### src/rtl/btn_evt_pkg.sv
// Shared event kinds, tracker states and the pending-slot bundle
// used by the button event arbiter and its per-button trackers.
package btn_evt_pkg;

    localparam int KIND_W = 2;

    localparam logic [KIND_W-1:0] EVT_PRESS   = 2'd0;
    localparam logic [KIND_W-1:0] EVT_RELEASE = 2'd1;
    localparam logic [KIND_W-1:0] EVT_LONG    = 2'd2;
    localparam logic [KIND_W-1:0] EVT_REPEAT  = 2'd3;

    typedef enum logic [1:0] {
        ST_UP    = 2'd0,
        ST_DOWN  = 2'd1,
        ST_LONGH = 2'd2
    } trk_state_t;

    typedef struct packed {
        logic              valid;
        logic [KIND_W-1:0] kind;
    } pend_t;

endpackage

### src/rtl/btn_event_arbiter_tracker.sv
// Per-button tracker: edge detect, hold/repeat FSM with a saturating
// counter, and a one-deep pending event slot.
module btn_tracker
    import btn_evt_pkg::*;
#(
    parameter int CNT_W         = 26,
    parameter int HOLD_CYCLES   = 50_000_000,
    parameter int REPEAT_CYCLES = 10_000_000
) (
    input  logic  clk,
    input  logic  rst,
    input  logic  lvl,
    input  logic  grant,
    output pend_t pend,
    output logic  ovf_set
);

    localparam logic [CNT_W-1:0] HOLD_LAST = CNT_W'(HOLD_CYCLES - 1);
    localparam logic [CNT_W-1:0] REP_LAST  = CNT_W'(REPEAT_CYCLES - 1);

    trk_state_t        state;
    trk_state_t        state_nxt;
    logic [CNT_W-1:0]  cnt;
    logic [CNT_W-1:0]  cnt_nxt;
    logic [CNT_W-1:0]  cnt_inc;
    logic              prev_lvl;
    logic              rise;
    logic              fall;
    logic              evt;
    logic [KIND_W-1:0] evt_kind;

    assign rise    = lvl & ~prev_lvl;
    assign fall    = ~lvl & prev_lvl;
    assign cnt_inc = (&cnt) ? cnt : cnt + 1'b1;
    // A grant in the same cycle frees the slot, so no overflow then.
    assign ovf_set = evt & pend.valid & ~grant;

    always_comb begin
        state_nxt = state;
        cnt_nxt   = cnt;
        evt       = 1'b0;
        evt_kind  = EVT_PRESS;
        if (fall) begin
            state_nxt = ST_UP;
            cnt_nxt   = '0;
            evt       = 1'b1;
            evt_kind  = EVT_RELEASE;
        end else begin
            unique case (state)
                ST_UP: begin
                    if (rise) begin
                        state_nxt = ST_DOWN;
                        cnt_nxt   = '0;
                        evt       = 1'b1;
                        evt_kind  = EVT_PRESS;
                    end
                end
                ST_DOWN: begin
                    if (cnt == HOLD_LAST) begin
                        state_nxt = ST_LONGH;
                        cnt_nxt   = '0;
                        evt       = 1'b1;
                        evt_kind  = EVT_LONG;
                    end else begin
                        cnt_nxt = cnt_inc;
                    end
                end
                ST_LONGH: begin
                    if (REPEAT_CYCLES != 0) begin
                        if (cnt == REP_LAST) begin
                            cnt_nxt  = '0;
                            evt      = 1'b1;
                            evt_kind = EVT_REPEAT;
                        end else begin
                            cnt_nxt = cnt_inc;
                        end
                    end
                end
                default: state_nxt = ST_UP;
            endcase
        end
    end

    // prev_lvl tracks the input through reset so a held button is not a press.
    always_ff @(posedge clk) begin
        if (rst) begin
            state    <= ST_UP;
            cnt      <= '0;
            prev_lvl <= lvl;
            pend     <= '0;
        end else begin
            state    <= state_nxt;
            cnt      <= cnt_nxt;
            prev_lvl <= lvl;
            if (evt) begin
                pend <= '{valid: 1'b1, kind: evt_kind};
            end else if (grant) begin
                pend.valid <= 1'b0;
            end
        end
    end

endmodule

### src/rtl/btn_event_arbiter.sv
// Button event arbiter: per-button trackers feed a round-robin arbiter
// that serializes their events onto one registered valid/ready port.
module btn_event_arbiter
    import btn_evt_pkg::*;
#(
    parameter int N_BTN         = 4,
    parameter int ID_W          = 2,
    parameter int CNT_W         = 26,
    parameter int HOLD_CYCLES   = 50_000_000,
    parameter int REPEAT_CYCLES = 10_000_000
) (
    input  logic              clk,
    input  logic              rst,
    input  logic [N_BTN-1:0]  btn_lvl,
    output logic              evt_valid,
    input  logic              evt_ready,
    output logic [ID_W-1:0]   evt_id,
    output logic [KIND_W-1:0] evt_kind,
    output logic              ovf,
    input  logic              ovf_clr
);

    pend_t            pend [N_BTN];
    logic [N_BTN-1:0] grant;
    logic [N_BTN-1:0] ovf_set;
    logic [ID_W-1:0]  ptr;
    logic [ID_W-1:0]  ptr_nxt;
    logic [ID_W-1:0]  gnt_id;
    logic             gnt_any;
    logic             issue;

    for (genvar g = 0; g < N_BTN; g++) begin : gen_trk
        btn_tracker #(
            .CNT_W        (CNT_W),
            .HOLD_CYCLES  (HOLD_CYCLES),
            .REPEAT_CYCLES(REPEAT_CYCLES)
        ) u_trk (
            .clk    (clk),
            .rst    (rst),
            .lvl    (btn_lvl[g]),
            .grant  (grant[g]),
            .pend   (pend[g]),
            .ovf_set(ovf_set[g])
        );
    end

    // Output slot is free when empty or being drained this cycle.
    assign issue = ~evt_valid | evt_ready;

    always_comb begin
        gnt_any = 1'b0;
        gnt_id  = '0;
        for (int k = 0; k < N_BTN; k++) begin
            if (!gnt_any && pend[(int'(ptr) + k) % N_BTN].valid) begin
                gnt_any = 1'b1;
                gnt_id  = ID_W'((int'(ptr) + k) % N_BTN);
            end
        end
    end

    assign grant   = (issue && gnt_any) ? (N_BTN'(1) << gnt_id) : '0;
    assign ptr_nxt = (gnt_id == ID_W'(N_BTN - 1)) ? '0 : gnt_id + 1'b1;

    always_ff @(posedge clk) begin
        if (rst) begin
            evt_valid <= 1'b0;
            evt_id    <= '0;
            evt_kind  <= EVT_PRESS;
            ptr       <= '0;
            ovf       <= 1'b0;
        end else begin
            if (issue) begin
                evt_valid <= gnt_any;
                if (gnt_any) begin
                    evt_id   <= gnt_id;
                    evt_kind <= pend[gnt_id].kind;
                    ptr      <= ptr_nxt;
                end
            end
            if (|ovf_set) begin
                ovf <= 1'b1;
            end else if (ovf_clr) begin
                ovf <= 1'b0;
            end
        end
    end

endmodule

### config.mk
export PLATFORM = sky130hd
export DESIGN_NAME = btn_event_arbiter
export DESIGN_NICKNAME = d
export VERILOG_FILES = /design/src/rtl/btn_evt_pkg.sv /design/src/rtl/btn_event_arbiter_tracker.sv /design/src/rtl/btn_event_arbiter.sv
export SDC_FILE = /design/constraint.sdc
export NUM_CORES = 1
export LEC_CHECK = 0
export CAP_MARGIN = 25
export CORE_ASPECT_RATIO = 1.1
export CORE_MARGIN = 4
export CORE_UTILIZATION = 35
export CTS_CLUSTER_DIAMETER = 100
export CTS_CLUSTER_SIZE = 10
export DETAILED_ROUTE_END_ITERATION = 8
export GPL_ROUTABILITY_DRIVEN = 0
export SLEW_MARGIN = 0
export SYNTH_ARGS = -nofsm -noshare
export SYNTH_HDL_FRONTEND = slang
export SYNTH_SLANG_ARGS = --single-unit
### constraint.sdc
create_clock -name clk -period 2.1 [get_ports clk]
set_clock_uncertainty 0.1 [all_clocks]
set_input_delay 0.315 -clock clk [delete_from_list [all_inputs] [get_ports clk]]
set_output_delay 0.315 -clock clk [all_outputs]
set_load 0.1 [all_outputs]
==> Word level (Yosys, flattened, before mapping) <==
Index checks and enable logic that the tools add are counted.
{ "op_classes": {"add_sub_neg": 8, "magnitude_cmp": 5, "eq_ne": 25, "shifts": 1, "muxes": 103, "n_bitwise": 42, "n_reduce_logical": 41} }
{ "op_table": {"columns": ["cell", "count"], "rows": [
  ["$mux W26", 16],
  ["$pmux W26 S3", 4],
  ["$ge A32 B3 Y1 const B", 4],
  ["$add A26 B1 Y26 const B", 4],
  ["$eq A26 B24 Y1 const B", 4],
  ["$eq A26 B26 Y1 const B", 4],
  ["$reduce_and A26 Y1", 4],
  ["$not A32 Y32", 3],
  ["$mux W2", 27],
  ["$not A2 Y32", 1],
  ["$bmux W3 S2", 5],
  ["$mux W1", 30],
  ["$mux W3", 8],
  ["$pmux W2 S3", 4],
  ["$not A1 Y1", 17],
  ["$and A1 B1 Y1", 16],
  ["$ne A2 B1 Y1 const B", 8],
  ["$pmux W2 S2", 4],
  ["$reduce_or A2 Y1", 7],
  ["$pmux W1 S3", 4],
  ["$reduce_and A3 Y1", 4],
  ["$reduce_bool A3 Y1", 4],
  ["$eq A2 B2 Y1 const B", 5],
  ["$reduce_and A2 Y1", 5],
  ["other kinds (14)", 33]
]} }
{ "word_totals": {"register_bits": 136, "input_bits": 8, "output_inout_bits": 6} }

==> Depth between registers and ports, before layout <==
Gate-level depths: netlist of run 1.
{ "depth": {"ltp_word": 21, "depth_mapped": 11, "mapped_depth_nobuf": 11} }

==> Hierarchy <==
Synthesis of run 1 repeated with hierarchy kept, for this count alone.
{ "hier_totals": {"cells_unflattened": 938, "area_unflattened_um2": 7927.6} }
{ "modules_own_cells": {"columns": ["module", "instances", "cells_each", "area_each_um2"], "rows": [
  ["btn_tracker at gen_trk[0].u_trk ...", 3, 217, 1821.7],
  ["btn_tracker at gen_trk[3].u_trk", 1, 225, 1943.1],
  ["btn_event_arbiter", 1, 62, 519.2]
]} }

==> Least setup slack after synthesis of run 1 <==
OpenSTA, ideal clock, no wires.
{ "synth_path": {"path_type": "flip-flop to flip-flop", "start": "register gen_trk[0].u_trk.cnt[19]", "end": "register gen_trk[0].u_trk.cnt[4]", "setup_time_ps": 117, "t_arrival_ps": 2059, "t_required_ps": 1883, "slack_ps": -176, "path_stages_with_launch": 9, "n_path_buf": 2, "synth_period_minus_slack_ps": 2276, "path_cell_list": "dfxtp_1 -> buf_2 -> and4_4 -> nand4_4 -> or4_1 -> clkbuf_1 -> nand4_1 -> mux2_1 -> a22o_1"} }
{ "synth_between": {"elab_chain_len": 4, "word_cells_on_any_way": 7} }
{ "synth_lines": {"columns": ["item", "line", "text"], "rows": [
  ["from (decl)", "btn_event_arbiter_tracker.sv:23", "logic [CNT_W-1:0] cnt;"],
  ["from (signal assigned)", "btn_event_arbiter_tracker.sv:93", "cnt <= cnt_nxt;"],
  ["$reduce_and A26 Y1", "btn_event_arbiter_tracker.sv:34", "assign cnt_inc = (&cnt) ? cnt : cnt + 1'b1;"],
  ["$mux W26", "btn_event_arbiter_tracker.sv:34", null],
  ["$mux W26, on equally long branches", "btn_event_arbiter_tracker.sv:70, btn_event_arbiter_tracker.sv:59", null],
  ["$pmux W26 S3 (*)", "btn_event_arbiter_tracker.sv:49", "unique case (state)"]
]} }
Mark *: on every way between the ends. The rest lies on a longest branch, timed or not.
A chain may end at the register's enable or synchronous reset.

==> Worst setup path after layout of run 1 <==
{ "layout_path": {"start": "register gen_trk[1].u_trk.cnt[16]", "end": "register gen_trk[1].u_trk.cnt[11]"} }
{ "layout_between": {"elab_chain_len": 4, "word_cells_on_any_way": 7} }
{ "layout_lines": {"columns": ["item", "line"], "rows": [
  ["from (decl)", "btn_event_arbiter_tracker.sv:23"],
  ["from (signal assigned)", "btn_event_arbiter_tracker.sv:93"],
  ["$reduce_and A26 Y1", "btn_event_arbiter_tracker.sv:34"],
  ["$mux W26", "btn_event_arbiter_tracker.sv:34"],
  ["$mux W26, on equally long branches", "btn_event_arbiter_tracker.sv:70, btn_event_arbiter_tracker.sv:59"],
  ["$pmux W26 S3 (*)", "btn_event_arbiter_tracker.sv:49"]
]} }
Marks and branches as above.

==> results of run 1 <==
-- sequential cells by signal, summed over array words and instances (netlist names) --
register and flops:
evt_valid 1, gen_trk.u_trk.prev_lvl 4, gen_trk.u_trk.cnt 104, evt_id 2
ovf 1, gen_trk.u_trk.pend 12, ptr 2, gen_trk.u_trk.state 8
evt_kind 2
-- area by class of cell --
class,instances,area [um2],area share [%]
Clock buffer,20,447,3.69
Clock inverter,12,223,1.84
Inverter,38,143,1.18
Multi-Input combinational cell,779,5810,48.1
Sequential cell,136,2790,23.1
Tap cell,295,369,3.05
Timing Repair Buffer,283,2310,19.1
-- logic make-up after synthesis --
logic type,after synthesis,synth area share (%)
XOR/XNOR,53,5.77
buffers and inverters,73,3.87
adder cells (fa/ha/maj),24,3.73
multiplexers,21,2.86
AO/OA/AOI/OAI,177,15.0
flip-flops,136,33.9
AND/OR/NAND/NOR,504,34.9
-- path summary, 6_finish.rpt --
check | slack, ns | end | start | depth (start not counted)
worst max-delay path | -0.17 | gen_trk[1].u_trk.cnt[11] | gen_trk[1].u_trk.cnt[16] | 8
worst min-delay path | 0.35 | gen_trk[0].u_trk.pend[0] | gen_trk[0].u_trk.pend[0] | 2
worst max register to register | -0.17 | gen_trk[1].u_trk.cnt[11] | gen_trk[1].u_trk.cnt[16] | 8
worst min register to register | 0.35 | gen_trk[0].u_trk.pend[0] | gen_trk[0].u_trk.pend[0] | 2
-- placed cells by master (no fill, tap or decap), drive strengths merged, types with 17 or more instances in the layout --
master  instances
nand4          42
ha             24
a31oi          19
o21ai          25
buf           275
mux2i          17
dfxtp         136
nand3          58
a21oi          45
nor2          112
inv            38
nor3           28
nor4           31
clkbuf         21
nand2          92
xnor2          40
-- worst register-to-register path: cells and delay by family, from the launching register on --
kind / cells / cell delay (ns)
AOI/OAI and AO/OA: 2 / 0.34
buffers and inverters: 2 / 0.24
DFF: 1 / 0.32
and+or+nand+nor: 4 / 1.16
-- where the power goes --
group / internal, uW / switching, uW / total [uW]
registers: 2630 / 46.1 / 2680
logic: 472 / 594 / 1070
clock network: 2260 / 1200 / 3460
-- layer usage --
layer,vias up,GRT usage [%]
li1,4180,-
met1,4034,22.5
met2,157,31.6
met3,40,3.87
met4,0,5.39
met5,-,0
-- through the flow --
| stage | hold slack (ns) | setup WS (ns) | cell area (um2) |
|---|---|---|---|
| after floorplan | 0.243 | -0.141 | 8100 |
| after global placement | 0.351 | -0.275 | 10300 |
| after detailed placement | 0.350 | -0.317 | 10300 |
| after CTS | 0.357 | -0.159 | 11300 |
| after global routing | 0.376 | -0.281 | 12100 |
| final | 0.354 | -0.167 | 12100 |
-- what timing repair did --
action,in CTS,in global routing
cloned,1,3
endpoints found under the setup margin,68,113
gates resized for setup,67,155
pin swaps,19,64
buffers inserted,8,14
==> out/results.txt, run 1 <==
initial core utilization: 36.0%
row count: 57
crit path max fanout: 5
port bufs: 13
fmax: 0.441 GHz
Routed Wire Length: 24500 um
post-route setup slack: -0.167 ns
total power draw: 7210 uW
# DRC: 0
initial antenna violation count: 0
first-pass GRT wire length: 38900 um
Post-Layout Cell Count: 1563
Worst Max-Slew Pin Slew: 0.520 ns
root buffer cell: clkbuf_16
arrival time at the worst endpoint: 2.48 ns
M1 WL: 11000 um
Iter 0 DRT Violations: 469
Worst EP required: 2.31 ns
grt ovf: 0
highest routed layer: met4
P_leak: 0.00443 uW
most common cell in the netlist: dfxtp_1
DIE WIDTH: 153 um
pin count of the biggest net entering global routing: 18
Placed Cells: 1511
YS warnings: 0
Via density: 5.38
fin crit share: 108%
Total Nets Final: 1287
TritonCTS buffer count: 17
violated checks: setup timing
RSZ-0062 raised after global routing: true
number of synthesized flops with an enable pin: 0
final antenna-violating net count: 0
Die H: 167 um
Ports: 14
TritonCTS clock tree: built
synthesized flop and latch total: 136
diodes inserted: 0
area delta synth->final: 50.4%
Total GRT Usage: 18.1%
clock buffer depth: 2
routed wl met2: 12200 um
status: finished with violations
total power divided by cell area: 596 nW/um2
Max-Cap Viols: 0
routed len/inst: 15.6 um
Layout fillers: 2034
die area: 25500 um2
post-synthesis sequential area ratio: 33.9%
total negative slack: -3.67 ns
Max stage delay on crit path: 0.55 ns
distinct cell type count after synthesis: 82
largest area contributor in the netlist: dfxtp_1
CP delay by family, top: simple AND/OR/NAND/NOR gates
share of the synthesized area in the top cell type: 33.9%
Slew Viols, Final: 0
clk_lat worst skew: 0.42 ns
CTS sink cnt: 136
post-detail-place hpwl: 17000 um
CP cell instances: or4_4 > nor3_4 > a31oi_2 > or2_4 > o21ai_4 > buf_6 > buf_12 > nor2_1
synth cell count leaders: dfxtp_1 (136), nor2_1 (112), nand2_1 (92)
Async S/R FF share, synth: 0%
synthesized area: 8040 um2
share of cells above drive strength 1: 40.1%
vias in the first global route: 8125
relative slew slack: 65.0%
Final setup viols: 55
met3 wire len: 818 um
DR vias: 8411
HP Class: reg -> reg
Worst Setup End Kind: flop
CP Buf/Inv Count: 2
core area: 22300 um2
clock slew seen by the registers of the worst setup and hold paths: 0.06 ns
top cells by area, synth: dfxtp_1 (34%), nor2_1 (5.2%), xnor2_1 (4.4%)
Main synth FF type: dfxtp_1
Final Hold Viols: 0
number of H-tree levels: 4
crit start category: flop
minimum clock period: 2.27 ns
maximum vdd ir drop: 420 uV
Core Util, Final: 54.2%
slowest cell on the critical path: or4_4
hold-fix buffers at CTS: 0
syn_nets: 1020
Pre-Repair DR Iteration Count: 5
Cells after Synth: 988
critical setup path kind: reg -> reg
synthesized area per cell: 8.14 um2
No activity file was read; power rests on OpenSTA's default activity.
==> run 2: changes to the inputs <==
- DONT_BUFFER_PORTS: not set -> 1
- MAX_ROUTING_LAYER: not set -> met4
==> out/results.txt, run 2 (synthesized netlist as in run 1, its figures left out) <==
post-route setup slack: -0.148 ns
minimum clock period: 2.25 ns
diodes inserted: 0
commonest non-fill, non-tap cell in the layout: buf_4
Ports: 14
clk_lat worst skew: 0.43 ns
maximum vdd ir drop: 429 uV
Pint: 4960 uW
routed len/inst: 15.9 um
most frequent cells in the layout: buf_4 (201), nor2_1 (108), dfxtp_1 (101)
Top Usage Layer GRT: met2
Final setup viols: 63
Worst Max-Slew Pin Slew: 0.749 ns
share of cells above drive strength 1: 36.8%
DIE WIDTH: 153 um
part of the power in the clock network: 45.3%
final antenna-violating net count: 0
Comb power frac: 15.1%
Total Nets Final: 1237
Slew Viols, Final: 0
first-pass GRT wire length: 38000 um
Max-Cap Viols: 0
die area: 25500 um2
DR vias: 8306
fmax: 0.445 GHz
area delta synth->final: 44.2%
Switch Pwr: 1830 uW
Largest register FFs: 104
Final Hold Viols: 0
largest registers: gen_trk.u_trk.cnt x104, gen_trk.u_trk.pend x12, gen_trk.u_trk.state x8
post-placement cell area: 9900 um2
critical setup path kind: reg -> reg
crit path max fanout: 5
HP Class: in -> reg
clock slew seen by the registers of the worst setup and hold paths: 0.06 ns
arrival time at the worst endpoint: 2.46 ns
core area: 22300 um2
RSZ-0062 raised after global routing: true
clock buffer depth: 2
Multi-input gate area: 5770 um2
total power divided by cell area: 586 nW/um2
Worst Setup End Kind: flop
Switching Share: 26.9%
post-detail-place hpwl: 16200 um
initial antenna violation count: 0
port bufs: 0
Top reg by flops: gen_trk.u_trk.cnt
Die H: 167 um
hold slack: 0.0287 ns
vias in the first global route: 7800
TritonCTS buffer count: 17
# DRC: 0
routing usage on met1: 24.0%
row count: 57
violated checks: setup timing
pin count of the biggest net entering global routing: 23
relative slew slack: 50.0%
Worst EP required: 2.31 ns
fin crit share: 107%
Via density: 5.49
P_leak: 0.00415 uW
Routed Wire Length: 24100 um
M3 GR Usage: 2.73%
grt ovf: 0
total negative slack: -2.34 ns
met2 GRT Util: 28.5%
Pre-Repair DR Iteration Count: 6
crit start category: flop
Design Area, Final: 11600 um2
root buffer cell: clkbuf_16
status: finished with violations
number of H-tree levels: 4
Reg power frac: 39.6%
Layout fillers: 1986
initial core utilization: 36.0%
TritonCTS clock tree: built
register area: 2780 um2
Iter 0 DRT Violations: 487
CTS sink cnt: 136
Total GRT Usage: 18.2%
==> run 2: changes by cell type in the layout (fill, tap and decap cells not counted), sizes merged <==
cell           previous run  this run
buf                     275       226
bufinv                    6         3
clkbuf                   21        22
clkdlybuf4s50             7         0
clkinvlp                  2         5
dlygate4sd3               0         5
==> run 2: timing repair <==
action                     CTS  global route
pin swaps                   11            71
hold buffers                 5             0
gates cloned                 0             3
setup buffers                3            19
setup endpoints to repair   78           115
gates resized for setup     40           164
hold endpoints to repair    19             0
==> run 2: final timing paths <==
| path | slack, ns | start | cells after the start | end |
|---|---|---|---|---|
| setup / recovery | -0.15 | gen_trk[3].u_trk.cnt[25] | 6 | gen_trk[3].u_trk.cnt[0] |
| hold / removal | 0.03 | rst | 2 | ovf |
| setup reg to reg | -0.15 | gen_trk[3].u_trk.cnt[25] | 6 | gen_trk[3].u_trk.cnt[0] |
| hold reg to reg | 0.37 | gen_trk[0].u_trk.pend[0] | 2 | gen_trk[0].u_trk.pend[0] |
==> run 2: metrics by stage <==
step,power (uW),setup WS [ns],cells,utilization [%]
after global placement,3580,-0.143,1453,44.3
after detailed placement,3590,-0.148,1454,44.3
after CTS,6720,-0.111,1493,47.9
final,6790,-0.148,1513,51.9
after global routing,7040,-0.215,1513,51.9
after floorplan,3290,-0.141,988,-
==> run 2: power by group through the flow <==
stage                     Clock [uW]  Combinational, uW  Sequential (uW)
after global routing            3240               1110             2700
after global placement             0                849             2740
final                           3080               1020             2690
after CTS                       3140                905             2680
after floorplan                    0                446             2840
after detailed placement           0                854             2740
==> run 2: routing by layer <==
metal,up-vias,routed length (um)
li1,4084,-
met5,-,0
met3,50,962
met2,212,11300
met4,0,510
met1,3960,11300
==> run 2: layout make-up <==
type,instances,area share [%]
multi-input cells,779,49.8
flip-flops and latches,136,24.0
repair buffers,233,16.7
clock buffers,20,3.85
well taps,295,3.18
clock inverters,12,1.31
inverters,38,1.23
==> run 2: critical path: stages, from the launching register on <==
cell and delay, ns:
dfxtp_1 0.31, or4_4 0.54, nor4_1 0.28, a31oi_1 0.14
or2_4 0.29, a31o_1 0.23, mux2_4 0.25
==> run 3: changes to the inputs <==
--- a/constraint.sdc
+++ b/constraint.sdc
@@ -3,3 +3,3 @@
 set_input_delay 0.315 -clock clk [delete_from_list [all_inputs] [get_ports clk]]
 set_output_delay 0.315 -clock clk [all_outputs]
-set_load 0.1 [all_outputs]
+set_load 0.01 [all_outputs]
==> out/results.txt, run 3 (synthesized netlist as in run 1, its figures left out) <==
DR vias: 8354
TritonCTS clock tree: built
clock slew seen by the registers of the worst setup and hold paths: 0.06 ns
TritonCTS buffer count: 17
relative slew slack: 56.8%
violated checks: setup timing
Max-Cap Viols: 0
Slew Viols, Final: 0
arrival time at the worst endpoint: 2.43 ns
diodes inserted: 0
minimum clock period: 2.21 ns
die area: 25500 um2
row count: 57
crit path max fanout: 5
routed len/inst: 16.1 um
Worst Max-Slew Pin Slew: 0.646 ns
first-pass GRT wire length: 38700 um
Final Hold Viols: 0
clock buffer depth: 2
Top reg by flops: gen_trk.u_trk.cnt
initial core utilization: 36.0%
HP Class: in -> reg
CTS sink cnt: 136
port bufs: 0
Largest register FFs: 104
area delta synth->final: 44.0%
status: finished with violations
fin crit share: 105%
Total GRT Usage: 18.5%
Pre-Repair DR Iteration Count: 5
root buffer cell: clkbuf_16
post-detail-place hpwl: 16100 um
core area: 22300 um2
Routed Wire Length: 24500 um
initial antenna violation count: 0
post-route setup slack: -0.113 ns
Die H: 167 um
vias in the first global route: 7975
final antenna-violating net count: 0
number of H-tree levels: 4
grt ovf: 0
Setup WS pre-CTS: -0.225 ns
Placed Cells: 1449
share of cells above drive strength 1: 38.2%
Final setup viols: 42
P_leak: 0.00414 uW
Layout fillers: 2025
Ports: 14
RSZ-0062 raised after global routing: true
Worst EP required: 2.31 ns
Worst Setup End Kind: flop
commonest non-fill, non-tap cell in the layout: buf_4
most frequent cells in the layout: buf_4 (205), nor2_1 (107), dfxtp_1 (97)
fmax: 0.452 GHz
largest registers: gen_trk.u_trk.cnt x104, gen_trk.u_trk.pend x12, gen_trk.u_trk.state x8
crit start category: flop
critical setup path kind: reg -> reg
Total Nets Final: 1242
Multi-input gate area: 5810 um2
Iter 0 DRT Violations: 571
Via density: 5.51
# DRC: 0
clk_lat worst skew: 0.43 ns
Post-Layout Cell Count: 1517
total power divided by cell area: 546 nW/um2
maximum vdd ir drop: 409 uV
pin count of the biggest net entering global routing: 23
DIE WIDTH: 153 um
register area: 2790 um2
## run 3: cell count changes in the layout (fill, tap and decap cells not counted), moves of 4 or more
cell	change
a21oi_1	-4
nand2_1	-4
buf_4	+4
nand3_2	+4
dfxtp_1	-4
nand2_2	+4
a21oi_2	+7
## run 3: power breakdown
group	switching (uW)	leakage, uW	total [uW]	internal [uW]
clock	1140	0.000251	2690	1550
sequential	70.9	0.00112	2710	2640
combinational	490	0.00277	924	434
total	1700	0.00414	6320	4620
## run 3: what timing repair did
action                                 CTS  global route
cloned                                   0             3
setup endpoints to repair               80           115
gates resized for setup                 42           179
pin swaps                               15            64
buffers inserted                         5            25
endpoints found under the hold margin   19             0
hold buffers                             7             0
## run 3: worst paths after layout
| kind | startpoint | cells after the start | slack (ns) | end |
|---|---|---|---|---|
| worst max-delay path | gen_trk[3].u_trk.cnt[7] | 6 | -0.11 | gen_trk[3].u_trk.cnt[0] |
| worst min-delay path | btn_lvl[1] | 2 | 0.05 | gen_trk[1].u_trk.pend[2] |
| worst max register to register | gen_trk[3].u_trk.cnt[7] | 6 | -0.11 | gen_trk[3].u_trk.cnt[0] |
| worst min register to register | gen_trk[0].u_trk.pend[0] | 2 | 0.36 | gen_trk[0].u_trk.pend[0] |
## run 3: metal layers
metal	GRT usage (%)	share of wire [%]	vias up
li1	-	-	4079
met4	5.85	2.2	0
met2	29.2	48	194
met1	23.8	46	4023
met5	-	0	-
met3	4.07	4.5	58
## run 3: final cells by class
| class | instances | area share (%) |
|---|---|---|
| clock buffers | 22 | 4.01 |
| clock inverters | 9 | 0.454 |
| inverters | 38 | 1.25 |
| multi-input cells | 779 | 50.2 |
| flip-flops and latches | 136 | 24.1 |
| well taps | 295 | 3.19 |
| repair buffers | 238 | 16.8 |
## run 3: metrics by stage
step / hold slack [ns] / power (uW) / instance area [um2] / utilization (%) / TNS (ns)
3_3_place_gp: 0.244 / 3440 / 9840 / 44.1 / -3.09
4_1_cts: 0.0374 / 6180 / 10600 / 47.6 / -0.537
6_report: 0.0459 / 6320 / 11600 / 51.9 / -1.41
5_1_grt: 0.0457 / 6580 / 11600 / 51.9 / -6.78
3_5_place_dp: 0.244 / 3450 / 9850 / 44.1 / -5.63
2_1_floorplan: 0.243 / 3180 / 8100 / - / -1.21
## run 3: critical path, cell delays in order (launching register included)
cell     delay, ns
dfxtp_2       0.32
or4b_4        0.54
nor4_4        0.20
a31oi_1       0.14
or2_4         0.31
a31o_1        0.23
mux2_4        0.26
